$ cat src/rtl/bank_timing_tracker_pkg.sv
// Shared types, register map and reset timing values for the bank timing tracker.
// Timed states use timed_load() so that a duration of T cycles loads T-1 (T=0 acts as 1).
package bank_timing_pkg;

   typedef enum logic [2:0] {
      ST_IDLE, ST_ACTIVATING, ST_ACTIVE, ST_READING,
      ST_WRITING, ST_PRECHARGING, ST_REFRESHING
   } bank_state_e;

   typedef enum logic [2:0] {
      OP_ACT, OP_RD, OP_RDA, OP_WR, OP_WRA, OP_PRE, OP_PREA, OP_REF
   } cmd_op_e;

   typedef enum logic [2:0] {
      VC_NONE, VC_STATE, VC_PRE_TIMING, VC_RRD, VC_FAW, VC_CCD, VC_REF
   } viol_code_e;

   localparam int unsigned REG_CL    = 0;
   localparam int unsigned REG_RCD   = 1;
   localparam int unsigned REG_RP    = 2;
   localparam int unsigned REG_RFC   = 3;
   localparam int unsigned REG_WR    = 4;
   localparam int unsigned REG_RTP   = 5;
   localparam int unsigned REG_CWL   = 6;
   localparam int unsigned REG_RAS   = 7;
   localparam int unsigned REG_RRD_S = 8;
   localparam int unsigned REG_RRD_L = 9;
   localparam int unsigned REG_FAW   = 10;
   localparam int unsigned REG_CCD_S = 11;
   localparam int unsigned REG_CCD_L = 12;
   localparam int unsigned REG_REFI  = 13;
   localparam int unsigned NREG8     = 13;

   localparam logic [15:0] DEF_REFI = 16'd9360;

   function automatic logic [7:0] default_timing(input int unsigned idx);
      logic [7:0] r;
      case (idx)
         REG_CL:    r = 8'd17;
         REG_RCD:   r = 8'd17;
         REG_RP:    r = 8'd17;
         REG_RFC:   r = 8'd34;
         REG_WR:    r = 8'd14;
         REG_RTP:   r = 8'd7;
         REG_CWL:   r = 8'd10;
         REG_RAS:   r = 8'd32;
         REG_RRD_S: r = 8'd4;
         REG_RRD_L: r = 8'd6;
         REG_FAW:   r = 8'd16;
         REG_CCD_S: r = 8'd4;
         REG_CCD_L: r = 8'd6;
         default:   r = 8'd0;
      endcase
      return r;
   endfunction

   function automatic logic [15:0] timed_load(input logic [15:0] t);
      return (t == 16'd0) ? 16'd0 : t - 16'd1;
   endfunction

endpackage

$ cat src/rtl/bank_timing_tracker_if.sv
// Command, configuration and status bundle between command decode and the tracker.
interface bank_timing_tracker_if #(
   parameter int BGWIDTH = 2,
   parameter int BAWIDTH = 2
);
   import bank_timing_pkg::*;

   localparam int BANKGROUPS    = 2 ** BGWIDTH;
   localparam int BANKSPERGROUP = 2 ** BAWIDTH;

   logic                 cmd_valid;
   cmd_op_e              cmd_op;
   logic [BGWIDTH-1:0]   bg;
   logic [BAWIDTH-1:0]   ba;
   logic                 cfg_we;
   logic [3:0]           cfg_addr;
   logic [15:0]          cfg_wdata;
   logic                 cmd_ok;
   logic                 viol;
   logic [2:0]           viol_code;
   logic                 ref_due;
   logic [BANKGROUPS-1:0][BANKSPERGROUP-1:0][2:0] bank_state;

   modport master (
      output cmd_valid, cmd_op, bg, ba, cfg_we, cfg_addr, cfg_wdata,
      input  cmd_ok, viol, viol_code, ref_due, bank_state
   );

   modport slave (
      input  cmd_valid, cmd_op, bg, ba, cfg_we, cfg_addr, cfg_wdata,
      output cmd_ok, viol, viol_code, ref_due, bank_state
   );
endinterface

$ cat src/rtl/bank_timing_tracker_bank_timer.sv
// Per-bank state machine with its state duration counter and the tRAS/tWR/tRTP
// counters that gate precharge. Only commands already judged legal reach it.
module bank_timer
   import bank_timing_pkg::*;
#(
   parameter int CTW = 8
) (
   input  logic        clk,
   input  logic        rst,
   input  logic        cmd_go,
   input  cmd_op_e     cmd_op,
   input  logic        hit,
   input  logic [15:0] t_rcd,
   input  logic [15:0] t_rd,
   input  logic [15:0] t_wr,
   input  logic [15:0] t_wra,
   input  logic [15:0] t_rp,
   input  logic [15:0] t_rfc,
   input  logic [15:0] t_ras,
   input  logic [15:0] t_rtp,
   output bank_state_e state,
   output logic        pre_ok
);
   localparam logic [15:0] CNT_MAX = 16'((1 << CTW) - 1);

   bank_state_e    state_reg, state_next;
   logic [CTW-1:0] cnt_reg, cnt_next;
   logic [CTW-1:0] ras_reg, ras_next;
   logic [CTW-1:0] wr_reg, wr_next;
   logic [CTW-1:0] rtp_reg, rtp_next;
   logic           auto_reg, auto_next;

   // Long sums (e.g. tCWL+BL/2+tWR) saturate rather than wrap in a narrow counter.
   function automatic logic [CTW-1:0] ld(input logic [15:0] t);
      logic [15:0] v;
      v = timed_load(t);
      return (v > CNT_MAX) ? CNT_MAX[CTW-1:0] : v[CTW-1:0];
   endfunction

   function automatic logic [CTW-1:0] dec(input logic [CTW-1:0] c);
      return (c != '0) ? c - 1'b1 : c;
   endfunction

   assign state  = state_reg;
   assign pre_ok = (ras_reg == '0) && (wr_reg == '0) && (rtp_reg == '0);

   always_ff @(posedge clk) begin
      if (rst) begin
         state_reg <= ST_IDLE;
         cnt_reg   <= '0;
         ras_reg   <= '0;
         wr_reg    <= '0;
         rtp_reg   <= '0;
         auto_reg  <= 1'b0;
      end else begin
         state_reg <= state_next;
         cnt_reg   <= cnt_next;
         ras_reg   <= ras_next;
         wr_reg    <= wr_next;
         rtp_reg   <= rtp_next;
         auto_reg  <= auto_next;
      end
   end

   always_comb begin
      state_next = state_reg;
      cnt_next   = dec(cnt_reg);
      ras_next   = dec(ras_reg);
      wr_next    = dec(wr_reg);
      rtp_next   = dec(rtp_reg);
      auto_next  = auto_reg;

      case (state_reg)
         ST_ACTIVATING:
            if (cnt_reg == '0) state_next = ST_ACTIVE;
         ST_READING, ST_WRITING:
            if (cnt_reg == '0) begin
               if (auto_reg) begin
                  state_next = ST_PRECHARGING;
                  cnt_next   = ld(t_rp);
               end else begin
                  state_next = ST_ACTIVE;
               end
            end
         ST_PRECHARGING, ST_REFRESHING:
            if (cnt_reg == '0) state_next = ST_IDLE;
         default: ;
      endcase

      if (cmd_go) begin
         case (cmd_op)
            OP_ACT: if (hit) begin
               state_next = ST_ACTIVATING;
               cnt_next   = ld(t_rcd);
               ras_next   = ld(t_ras);
            end
            OP_RD, OP_RDA: if (hit) begin
               state_next = ST_READING;
               cnt_next   = ld(t_rd);
               rtp_next   = ld(t_rtp);
               auto_next  = (cmd_op == OP_RDA);
            end
            OP_WR, OP_WRA: if (hit) begin
               state_next = ST_WRITING;
               cnt_next   = (cmd_op == OP_WRA) ? ld(t_wra) : ld(t_wr);
               wr_next    = ld(t_wra);
               auto_next  = (cmd_op == OP_WRA);
            end
            OP_PRE: if (hit) begin
               state_next = ST_PRECHARGING;
               cnt_next   = ld(t_rp);
            end
            // Active banks still inside their precharge window are simply skipped.
            OP_PREA: if (state_reg == ST_ACTIVE && pre_ok) begin
               state_next = ST_PRECHARGING;
               cnt_next   = ld(t_rp);
            end
            OP_REF: begin
               state_next = ST_REFRESHING;
               cnt_next   = ld(t_rfc);
            end
            default: ;
         endcase
      end
   end
endmodule

$ cat src/rtl/bank_timing_tracker.sv
// Rank-level command legality checker: timing registers, tRRD/tFAW/tCCD history,
// refresh interval tracking and one bank_timer per bank.
module bank_timing_tracker
   import bank_timing_pkg::*;
#(
   parameter int BL      = 8,
   parameter int BGWIDTH = 2,
   parameter int BAWIDTH = 2,
   parameter int CTW     = 8
) (
   input logic clk,
   input logic rst,
   bank_timing_tracker_if.slave bus
);
   localparam int BANKGROUPS    = 2 ** BGWIDTH;
   localparam int BANKSPERGROUP = 2 ** BAWIDTH;
   localparam int NBANKS        = BANKGROUPS * BANKSPERGROUP;
   localparam int SELW          = BGWIDTH + BAWIDTH;

   logic [7:0]  tim_reg [NREG8];
   logic [15:0] refi_reg, refi_cnt_reg, stamp_reg;
   logic        ref_due_reg, viol_reg;
   logic [2:0]  viol_code_reg;

   logic [15:0]           act_last_reg, col_last_reg;
   logic                  act_last_vld_reg, col_last_vld_reg;
   logic [15:0]           act_bg_reg [BANKGROUPS];
   logic [15:0]           col_bg_reg [BANKGROUPS];
   logic [BANKGROUPS-1:0] act_bg_vld_reg, col_bg_vld_reg;
   logic [15:0]           faw_reg [4];
   logic [3:0]            faw_vld_reg;
   logic [1:0]            faw_ptr_reg;

   bank_state_e       st_flat [NBANKS];
   logic [NBANKS-1:0] pre_ok_flat;
   logic [SELW-1:0]   sel;
   viol_code_e        code;
   logic              accept, is_col, all_idle, prea_bad, rrd_bad, faw_bad, ccd_bad;
   logic [15:0]       bl2, t_rd, t_wr, t_wra;
   logic [15:0]       d_act, d_act_bg, d_col, d_col_bg, d_faw;

   assign sel   = {bus.bg, bus.ba};
   assign bl2   = 16'(BL / 2);
   assign t_rd  = {8'd0, tim_reg[REG_CL]} + bl2;
   assign t_wr  = {8'd0, tim_reg[REG_CWL]} + bl2;
   assign t_wra = t_wr + {8'd0, tim_reg[REG_WR]};

   genvar gi;
   generate
      for (gi = 0; gi < NBANKS; gi++) begin : g_bank
         localparam int G = gi / BANKSPERGROUP;
         localparam int A = gi % BANKSPERGROUP;
         bank_timer #(.CTW(CTW)) u_bank (
            .clk    (clk),
            .rst    (rst),
            .cmd_go (accept),
            .cmd_op (bus.cmd_op),
            .hit    (sel == SELW'(gi)),
            .t_rcd  ({8'd0, tim_reg[REG_RCD]}),
            .t_rd   (t_rd),
            .t_wr   (t_wr),
            .t_wra  (t_wra),
            .t_rp   ({8'd0, tim_reg[REG_RP]}),
            .t_rfc  ({8'd0, tim_reg[REG_RFC]}),
            .t_ras  ({8'd0, tim_reg[REG_RAS]}),
            .t_rtp  ({8'd0, tim_reg[REG_RTP]}),
            .state  (st_flat[gi]),
            .pre_ok (pre_ok_flat[gi])
         );
         assign bus.bank_state[G][A] = st_flat[gi];
      end
   endgenerate

   // Modular differences keep the checks correct across stamp wraparound.
   assign d_act    = stamp_reg - act_last_reg;
   assign d_act_bg = stamp_reg - act_bg_reg[bus.bg];
   assign d_col    = stamp_reg - col_last_reg;
   assign d_col_bg = stamp_reg - col_bg_reg[bus.bg];
   assign d_faw    = stamp_reg - faw_reg[faw_ptr_reg];

   assign rrd_bad = (act_last_vld_reg && d_act < {8'd0, tim_reg[REG_RRD_S]}) ||
                    (act_bg_vld_reg[bus.bg] && d_act_bg < {8'd0, tim_reg[REG_RRD_L]});
   assign faw_bad = faw_vld_reg[faw_ptr_reg] && d_faw < {8'd0, tim_reg[REG_FAW]};
   assign ccd_bad = (col_last_vld_reg && d_col < {8'd0, tim_reg[REG_CCD_S]}) ||
                    (col_bg_vld_reg[bus.bg] && d_col_bg < {8'd0, tim_reg[REG_CCD_L]});
   assign is_col  = (bus.cmd_op == OP_RD) || (bus.cmd_op == OP_RDA) ||
                    (bus.cmd_op == OP_WR) || (bus.cmd_op == OP_WRA);

   always_comb begin
      all_idle = 1'b1;
      prea_bad = 1'b0;
      for (int i = 0; i < NBANKS; i++) begin
         if (st_flat[i] != ST_IDLE) all_idle = 1'b0;
         if (st_flat[i] != ST_IDLE && st_flat[i] != ST_ACTIVE) prea_bad = 1'b1;
      end
   end

   always_comb begin
      code = VC_NONE;
      if (bus.cmd_valid) begin
         case (bus.cmd_op)
            OP_ACT:
               if (st_flat[sel] != ST_IDLE) code = VC_STATE;
               else if (rrd_bad)            code = VC_RRD;
               else if (faw_bad)            code = VC_FAW;
            OP_RD, OP_RDA, OP_WR, OP_WRA:
               if (st_flat[sel] != ST_ACTIVE) code = VC_STATE;
               else if (ccd_bad)              code = VC_CCD;
            OP_PRE:
               if (st_flat[sel] != ST_ACTIVE) code = VC_STATE;
               else if (!pre_ok_flat[sel])    code = VC_PRE_TIMING;
            OP_PREA:
               if (prea_bad) code = VC_STATE;
            OP_REF:
               if (!all_idle) code = VC_REF;
            default: ;
         endcase
      end
   end

   assign bus.cmd_ok    = (code == VC_NONE);
   assign accept        = bus.cmd_valid && (code == VC_NONE);
   assign bus.viol      = viol_reg;
   assign bus.viol_code = viol_code_reg;
   assign bus.ref_due   = ref_due_reg;

   always_ff @(posedge clk) begin
      if (rst) begin
         for (int i = 0; i < NREG8; i++) tim_reg[i] <= default_timing(i);
         refi_reg <= DEF_REFI;
      end else if (bus.cfg_we) begin
         for (int i = 0; i < NREG8; i++)
            if (bus.cfg_addr == 4'(i)) tim_reg[i] <= bus.cfg_wdata[7:0];
         if (bus.cfg_addr == 4'(REG_REFI)) refi_reg <= bus.cfg_wdata;
      end
   end

   always_ff @(posedge clk) begin
      if (rst) begin
         stamp_reg        <= '0;
         act_last_reg     <= '0;
         act_last_vld_reg <= 1'b0;
         col_last_reg     <= '0;
         col_last_vld_reg <= 1'b0;
         act_bg_vld_reg   <= '0;
         col_bg_vld_reg   <= '0;
         for (int i = 0; i < BANKGROUPS; i++) begin
            act_bg_reg[i] <= '0;
            col_bg_reg[i] <= '0;
         end
         for (int i = 0; i < 4; i++) faw_reg[i] <= '0;
         faw_vld_reg   <= '0;
         faw_ptr_reg   <= '0;
         viol_reg      <= 1'b0;
         viol_code_reg <= '0;
         refi_cnt_reg  <= '0;
         ref_due_reg   <= 1'b0;
      end else begin
         stamp_reg <= stamp_reg + 16'd1;
         viol_reg  <= bus.cmd_valid && (code != VC_NONE);
         if (bus.cmd_valid && code != VC_NONE) viol_code_reg <= code;
         if (accept && bus.cmd_op == OP_ACT) begin
            act_last_reg               <= stamp_reg;
            act_last_vld_reg           <= 1'b1;
            act_bg_reg[bus.bg]         <= stamp_reg;
            act_bg_vld_reg[bus.bg]     <= 1'b1;
            faw_reg[faw_ptr_reg]       <= stamp_reg;
            faw_vld_reg[faw_ptr_reg]   <= 1'b1;
            faw_ptr_reg                <= faw_ptr_reg + 2'd1;
         end
         if (accept && is_col) begin
            col_last_reg           <= stamp_reg;
            col_last_vld_reg       <= 1'b1;
            col_bg_reg[bus.bg]     <= stamp_reg;
            col_bg_vld_reg[bus.bg] <= 1'b1;
         end
         // An accepted REF wins over a same-cycle interval expiry.
         if (accept && bus.cmd_op == OP_REF) begin
            refi_cnt_reg <= '0;
            ref_due_reg  <= 1'b0;
         end else if (refi_cnt_reg >= refi_reg - 16'd1) begin
            refi_cnt_reg <= '0;
            ref_due_reg  <= 1'b1;
         end else begin
            refi_cnt_reg <= refi_cnt_reg + 16'd1;
         end
      end
   end
endmodule
$ cat src/flat_wrapper.sv
// flat-port wrapper written by rule: the top's interface ports become plain ports
module bank_timing_tracker_flat import bank_timing_pkg::*;
#(
   parameter int BL      = 8,
   parameter int BGWIDTH = 2,
   parameter int BAWIDTH = 2,
   parameter int CTW     = 8
)
  (clk, rst, bus_cmd_valid, bus_cmd_op, bus_bg, bus_ba, bus_cfg_we, bus_cfg_addr, bus_cfg_wdata, bus_cmd_ok, bus_viol, bus_viol_code, bus_ref_due, bus_bank_state);
  bank_timing_tracker_if #(.BGWIDTH(BGWIDTH), .BAWIDTH(BAWIDTH)) bus_i ();
  input logic clk;
  input logic rst;
  input wire logic [$bits(bus_i.cmd_valid)-1:0] bus_cmd_valid;
  input wire logic [$bits(bus_i.cmd_op)-1:0] bus_cmd_op;
  input wire logic [$bits(bus_i.bg)-1:0] bus_bg;
  input wire logic [$bits(bus_i.ba)-1:0] bus_ba;
  input wire logic [$bits(bus_i.cfg_we)-1:0] bus_cfg_we;
  input wire logic [$bits(bus_i.cfg_addr)-1:0] bus_cfg_addr;
  input wire logic [$bits(bus_i.cfg_wdata)-1:0] bus_cfg_wdata;
  output wire logic [$bits(bus_i.cmd_ok)-1:0] bus_cmd_ok;
  output wire logic [$bits(bus_i.viol)-1:0] bus_viol;
  output wire logic [$bits(bus_i.viol_code)-1:0] bus_viol_code;
  output wire logic [$bits(bus_i.ref_due)-1:0] bus_ref_due;
  output wire logic [$bits(bus_i.bank_state)-1:0] bus_bank_state;
  assign bus_i.cmd_valid = bus_cmd_valid;
  assign bus_i.cmd_op = bus_cmd_op;
  assign bus_i.bg = bus_bg;
  assign bus_i.ba = bus_ba;
  assign bus_i.cfg_we = bus_cfg_we;
  assign bus_i.cfg_addr = bus_cfg_addr;
  assign bus_i.cfg_wdata = bus_cfg_wdata;
  assign bus_cmd_ok = bus_i.cmd_ok;
  assign bus_viol = bus_i.viol;
  assign bus_viol_code = bus_i.viol_code;
  assign bus_ref_due = bus_i.ref_due;
  assign bus_bank_state = bus_i.bank_state;
  bank_timing_tracker #(.BL(BL), .BGWIDTH(BGWIDTH), .BAWIDTH(BAWIDTH), .CTW(CTW)) u_core (.clk(clk), .rst(rst), .bus(bus_i));
endmodule
$ cat config.mk
export PLATFORM = sky130hd
export DESIGN_NAME = bank_timing_tracker_flat
export DESIGN_NICKNAME = d
export VERILOG_FILES = /design/src/rtl/bank_timing_tracker_pkg.sv /design/src/rtl/bank_timing_tracker_if.sv /design/src/rtl/bank_timing_tracker_bank_timer.sv /design/src/rtl/bank_timing_tracker.sv /design/src/flat_wrapper.sv
export SDC_FILE = /design/constraint.sdc
export NUM_CORES = 2
export LEC_CHECK = 0
export ABC_AREA = 1
export CAP_MARGIN = 20
export CORE_MARGIN = 1.5
export CORE_UTILIZATION = 55
export CTS_CLUSTER_SIZE = 28
export DETAILED_ROUTE_END_ITERATION = 6
export PLACE_DENSITY = 0.67
export SLEW_MARGIN = 0
export SYNTH_ARGS = -nofsm -noshare
export SYNTH_HDL_FRONTEND = slang
export SYNTH_SLANG_ARGS = --single-unit
export TNS_END_PERCENT = 100
$ cat constraint.sdc
create_clock -name clk -period 8.2 [get_ports clk]
set_clock_uncertainty 0.1 [all_clocks]
set_input_delay 0.82 -clock clk [delete_from_list [all_inputs] [get_ports clk]]
set_output_delay 0.82 -clock clk [all_outputs]
set_load 0.01 [all_outputs]
; ---- Word level (Yosys, flattened, before mapping)
; Memories as Yosys holds them, arrays and structs flattened. A register that Yosys moved wholly into a read port is not among the register bits.
; Cells that the tools add are included.
[word_totals]
in_bits = 31
output_inout_bits = 54
mem_bits_rw = 296
memories = 4
register_bits = 677
wordCells = 1488
[memory_table]
columns = name, depth, word_bits, rd, rd_ports_with_merged_regs, wr, line
row1 = u_core.tim_reg, 13, 8, 13, 0, 13, bank_timing_tracker.sv:20  ; logic [7:0] tim_reg [NREG8];
row2 = u_core.act_bg_reg, 4, 16, 1, 0, 4, bank_timing_tracker.sv:27  ; logic [15:0] act_bg_reg [BANKGROUPS];
row3 = u_core.col_bg_reg, 4, 16, 1, 0, 4, bank_timing_tracker.sv:28  ; logic [15:0] col_bg_reg [BANKGROUPS];
row4 = u_core.faw_reg, 4, 16, 1, 1, 4, bank_timing_tracker.sv:30  ; logic [15:0] faw_reg [4];
[op_classes]
n_mux = 776
magnitude_cmp = 20
reduce_logical = 297
eq_ne = 180
n_addsub = 84
bitwise = 17
[op_table]
columns = op, n
row1 = 2-to-1 mux 8 bit, 383
row2 = case mux 8 bit (6 select lines), 16
row3 = zero test 8 bit, 64
row4 = nonzero test 8 bit, 64
row5 = "subtractor 8 x 1 -> 8 bit, second input constant", 64
row6 = 2-to-1 mux 3 bit, 170
row7 = case mux 3 bit (6 select lines), 16
row8 = 2-to-1 mux 16 bit, 11
row9 = "equality test 3 bit, second input constant", 52
row10 = case mux 3 bit (3 select lines), 16
row11 = 2-to-1 mux 1 bit, 134
row12 = "greater-than comparator 16 x 8 -> 1 bit, second input constant", 8
row13 = zero test 16 bit, 8
row14 = "equality test 3 x 2 -> 1 bit, second input constant", 34
row15 = less-than comparator 16 x 8 -> 1 bit, 5
row16 = subtractor 16 bit, 5
row17 = logical AND 1 bit, 76
row18 = OR reduction 2 bit, 35
row19 = "!= test 2 bit, second input constant", 32
row20 = AND reduction 4 bit, 16
row21 = "subtractor 16 x 1 -> 16 bit, second input constant", 4
row22 = "equality test 4 bit, second input constant", 14
row23 = nonzero test 3 bit, 18
row24 = "equality test 3 x 1 -> 1 bit, second input constant", 17
row25 = other kinds (32), 112

; ---- Logic depth before layout (Yosys ltp)
[logic_depth]
depth_word = 29
ltp_mapped = 37

; ---- Hierarchy
; From an unflattened synthesis, not the netlist that was laid out.
[unflattened]
cells_unflattened = 19868
area_unflattened_um2 = 115246.8
[modules_own_cells]
columns = mod, area_per_inst_um2, seq_area_each_um2, instances, cells_each
row1 = bank_timer, 5778.0, 720.7, 16, 1072
row2 = bank_timing_tracker, 22798.1, 10950.5, 1, 2716

; ---- Least setup slack after synthesis
; Ideal clock, no wire load.
[synth_timing]
path_kind = input port to flip-flop
from = in bus_bg[0]
to = mem u_core.faw_reg[3][0] (enable)
cell_stages = 31
arrival_ns = 5.439
setup_slack_ns = 2.273
path_buffers = 4
required_ns = 7.712
cell_sequence = buf_2 -> inv_2 -> nand2_1 -> clkinv_1 -> clkbuf_1 -> a22o_1 -> a221oi_1 -> ha_1 -> or2_1 -> and2_1 -> xor2_1 -> ha_1 -> a21oi_1 -> nand2_1 -> nand2_1 -> nand2_1 -> nand2_1 -> nand2_1 -> nand2_1 -> nand4_1 -> nor2_1 -> nand2_1 -> nand3_1 -> nor2_1 -> nor2_1 -> nand4_4 -> nor2_4 -> buf_2 -> buf_2 -> a21oi_1 -> nor2_1
[synth_rtl]
columns = item, line
row1 = from (decl), flat_wrapper.sv:15  ; input wire logic [$bits(bus_i.bg)-1:0] bus_bg;
row2 = to (decl), bank_timing_tracker.sv:30

; ---- Final worst setup path
[layout_timing]
from = in bus_bg[0]
to = out bus_cmd_ok
[layout_via]
elab_chain_cells = 10
[layout_lines]
columns = item, line
row1 = "memory (4 x 16 bit), on equally long branches", n/a
row2 = "subtractor 16 bit, on equally long branches", "bank_timing_tracker.sv:78, bank_timing_tracker.sv:76"
row3 = "less-than comparator 16 x 8 -> 1 bit, on equally long branches", "bank_timing_tracker.sv:85, bank_timing_tracker.sv:82"
row4 = "logical AND 1 bit, on equally long branches", "bank_timing_tracker.sv:85, bank_timing_tracker.sv:82"
row5 = "logical OR 1 bit, on equally long branches", "bank_timing_tracker.sv:84, bank_timing_tracker.sv:81"
row6 = "2-to-1 mux 3 bit, on equally long branches", "bank_timing_tracker.sv:108, bank_timing_tracker.sv:104"
row7 = "2-to-1 mux 3 bit, on equally long branches", "bank_timing_tracker.sv:107, bank_timing_tracker.sv:103"
row8 = case mux 3 bit (5 select lines) (*), bank_timing_tracker.sv:101  ; case (bus.cmd_op)
row9 = 2-to-1 mux 3 bit (*), bank_timing_tracker.sv:100  ; if (bus.cmd_valid) begin
row10 = zero test 3 bit (*), bank_timing_tracker.sv:121  ; assign bus.cmd_ok = (code == VC_NONE);
row11 = to (decl), flat_wrapper.sv:20  ; output wire logic [$bits(bus_i.cmd_ok)-1:0] bus_cmd_ok;
; Every way passes the cells marked *; elsewhere a longest branch is shown, timed or not. The select of a mux whose other input is x is not followed.

==> impl_metrics.env <==
export IMPL_status="complete, but fails checks"
export IMPL_violations="design-rule violations"
export IMPL_yosysSeqAreaShare_pct=30.0
export IMPL_fmax_ghz=0.135
export IMPL_postCtsHoldBufs=0
export IMPL_syn2layout_area_growth_pct=8.51
export IMPL_synthCells=12177
export IMPL_antenna_found_initial=9
export IMPL_path_clk_slew_ns=0.06
export IMPL_nets=12186
export IMPL_dpl_cell_count=13589
export IMPL_rows=135
export IMPL_overflow=0
export IMPL_fin_ws_ns=0.802
export IMPL_syn_nets=12437
export IMPL_finalHoldViolations=0
export IMPL_cts_max_level=3
export IMPL_mostFrequentLayoutCells="3545 x nand2_1, 1280 x nor2_1, 1210 x inv_1"
export IMPL_first_iter_violations=9669
export IMPL_post_cts_resized=0
export IMPL_ant_nets=0
export IMPL_yosysWarningCount=0
export IMPL_syn_area_per_cell_um2=6.15
export IMPL_final_common_cell="nand2_1"
export IMPL_path_max_fanout=11
export IMPL_drv_cap=0
export IMPL_coreArea_mm2=0.135
export IMPL_wirelength_um=294000
export IMPL_post_synth_instance_area_mm2=0.0749
export IMPL_cts_tree="built"
export IMPL_ys_ff_latch=975
export IMPL_fillers=13138
export IMPL_synth_edff_count=296
export IMPL_slew_violations=0
export IMPL_async_flop_share_pct=0
export IMPL_first_global_vias=75888
export IMPL_start_kind="primary input"
export IMPL_fp_dieArea_mm2=0.138
export IMPL_dpl_hpwl_um=191000
export IMPL_root_buffer="clkbuf_16"
export IMPL_cts_setup_buffers=0
export IMPL_hold_ws_ns=0.347
export IMPL_fin_crit_ns=7.40
export IMPL_worstPathArrival_ns=6.48
export IMPL_power_density_mw_per_mm2=333
export IMPL_ys_types=62
export IMPL_worstSetupPathType="primary input to primary output"
export IMPL_rsz0062_at_grt="no"
export IMPL_route_detailed_drc=44
export IMPL_top_level_ports=85
export IMPL_drive_gt1_share_pct=5.29
export IMPL_place_gp_congestion=0.985
export IMPL_die_w_um=372
export IMPL_via_count=83253
export IMPL_required_ns=7.28
export IMPL_clk_latency_ns=0.77
export IMPL_start_util_pct=55.3
export IMPL_relSlewSlack_pct=7.33
export IMPL_reg2reg_depth=28
export IMPL_place_ws_ns=0.762
export IMPL_setup_tns_ns=0
export IMPL_vdd_ir_drop_max_uv=217
export IMPL_first_pass_iters=7
export IMPL_tightest_slew_ns=1.39
export IMPL_ys_flop_type="dfxtp_1"
export IMPL_setup_viol=0
export IMPL_vias_per_cell=6.03
export IMPL_wl_per_cell_um=21.3
export IMPL_whs_path_depth=1
export IMPL_fin_cells=13808
export IMPL_endpoint_kind="primary output"
export IMPL_io_buffers=84
export IMPL_die_height_um=372
export IMPL_power_leakage_nw=37.0
export IMPL_clock_sinks=975
export IMPL_period_share_pct=90.2
export IMPL_hold_path_class="flop to flop"
export IMPL_total_power_w=0.0271
export IMPL_grt_usage_pct=40.9
export IMPL_cts_buffers=114
export IMPL_clk_path_buf_depth=3
export IMPL_grt_start_max_net_pins=171
export IMPL_grt_pass1_wl_um=439000
## Yosys cell counts (52+ instances only)
cell type / number / area share, %
clkbuf_1: 467 / 2.3
xnor2_1: 66 / 0.77
ha_1: 223 / 3.7
a221oi_1: 52 / 0.61
xor2_1: 175 / 2.0
a21oi_1: 1206 / 8.1
dfxtp_1: 679 / 18
or2_2: 156 / 1.3
o21ai_0: 1008 / 6.7
nand2_1: 3547 / 18
buf_2: 123 / 0.82
nor3_1: 139 / 0.93
nand3_1: 687 / 4.6
edfxtp_1: 296 / 12
nor2_1: 1297 / 6.5
and2_1: 91 / 0.76
inv_1: 1213 / 6.1
o22ai_1: 87 / 0.73
o211ai_1: 94 / 0.94
nand4_1: 140 / 1.2
## cells by family after synthesis
kind of cell               Yosys count  share of synthesized area (%)
and+or+nand+nor                   6157                           34.0
xor gates and xnor gates           241                           2.82
AOI/OAI and AO/OA                 2684                           19.5
DFF                                975                           30.0
adders and majority gates          229                           3.89
buffers and inverters             1891                           9.73
## metrics by stage
stage	cell area (um^2)	utilization, %
after floorplan	74900	-
after global placement	77100	57.0
after detailed placement	77200	57.1
after CTS	81200	60.0
after global routing	81200	60.0
final	81200	60.0
## where the power goes
group | switching (W) | leakage [nW] | total [W] | internal (W)
clock network | 0.00237 | 1.92 | 0.00552 | 0.00315
logic | 0.00952 | 26.5 | 0.0148 | 0.00525
registers | 0.000759 | 8.59 | 0.00677 | 0.00601
## cell type report
class / instances / area (um^2) / share of cell area [%]
repair buffers: 271 / 2480 / 3.05
multi-input cells: 9311 / 45300 / 55.8
well taps: 1781 / 2230 / 2.74
clock inverters: 55 / 713 / 0.878
inverters: 1253 / 4720 / 5.82
clock buffers: 159 / 3270 / 4.03
flip-flops and latches: 975 / 22500 / 27.7
diodes: 3 / 7.51 / 0.00924
## critical path: stages
cell and delay, ns:
clkdlybuf4s50_1 0.72, inv_2 0.11, nand2_1 0.11, clkinv_1 0.33, a22o_1 0.30, a221oi_1 0.66, ha_1 0.39, nand3_1 0.09
nand3_1 0.11, xor2_1 0.16, ha_1 0.29, nand2_1 0.06, o21ai_0 0.17, nand3_1 0.09, nand2_1 0.07, nand3_1 0.08
nand2_1 0.07, nor2_1 0.06, nand3_1 0.08, nand2_1 0.12, nand2_1 0.09, nand2_1 0.07, o21ai_0 0.42, buf_4 0.19
and3_1 0.24, clkdlybuf4s50_1 0.57
## path summary, 6_finish.rpt
path                                                startpoint                                        endpoint  slack (ns)
worst min-delay path            u_core.stamp_reg[0]$_SDFF_PP0_                  u_core.stamp_reg[0]$_SDFF_PP0_        0.35
worst max register to register                            flop  u_core.g_bank[15].u_bank.cnt_reg[6]$_SDFF_PP0_        1.57
worst min register to register  u_core.stamp_reg[0]$_SDFF_PP0_                  u_core.stamp_reg[0]$_SDFF_PP0_        0.35
worst max-delay path                                 bus_bg[0]                                      bus_cmd_ok        0.80
## layer usage
layer	routed length (um)	GRT usage [%]	share of wire, %
met5	50	0	0.017
met4	22300	27.0	7.6
met3	32900	9.79	11
met2	127000	64.6	43
met1	112000	49.6	38
No activity file was read; power rests on OpenSTA's default activity.
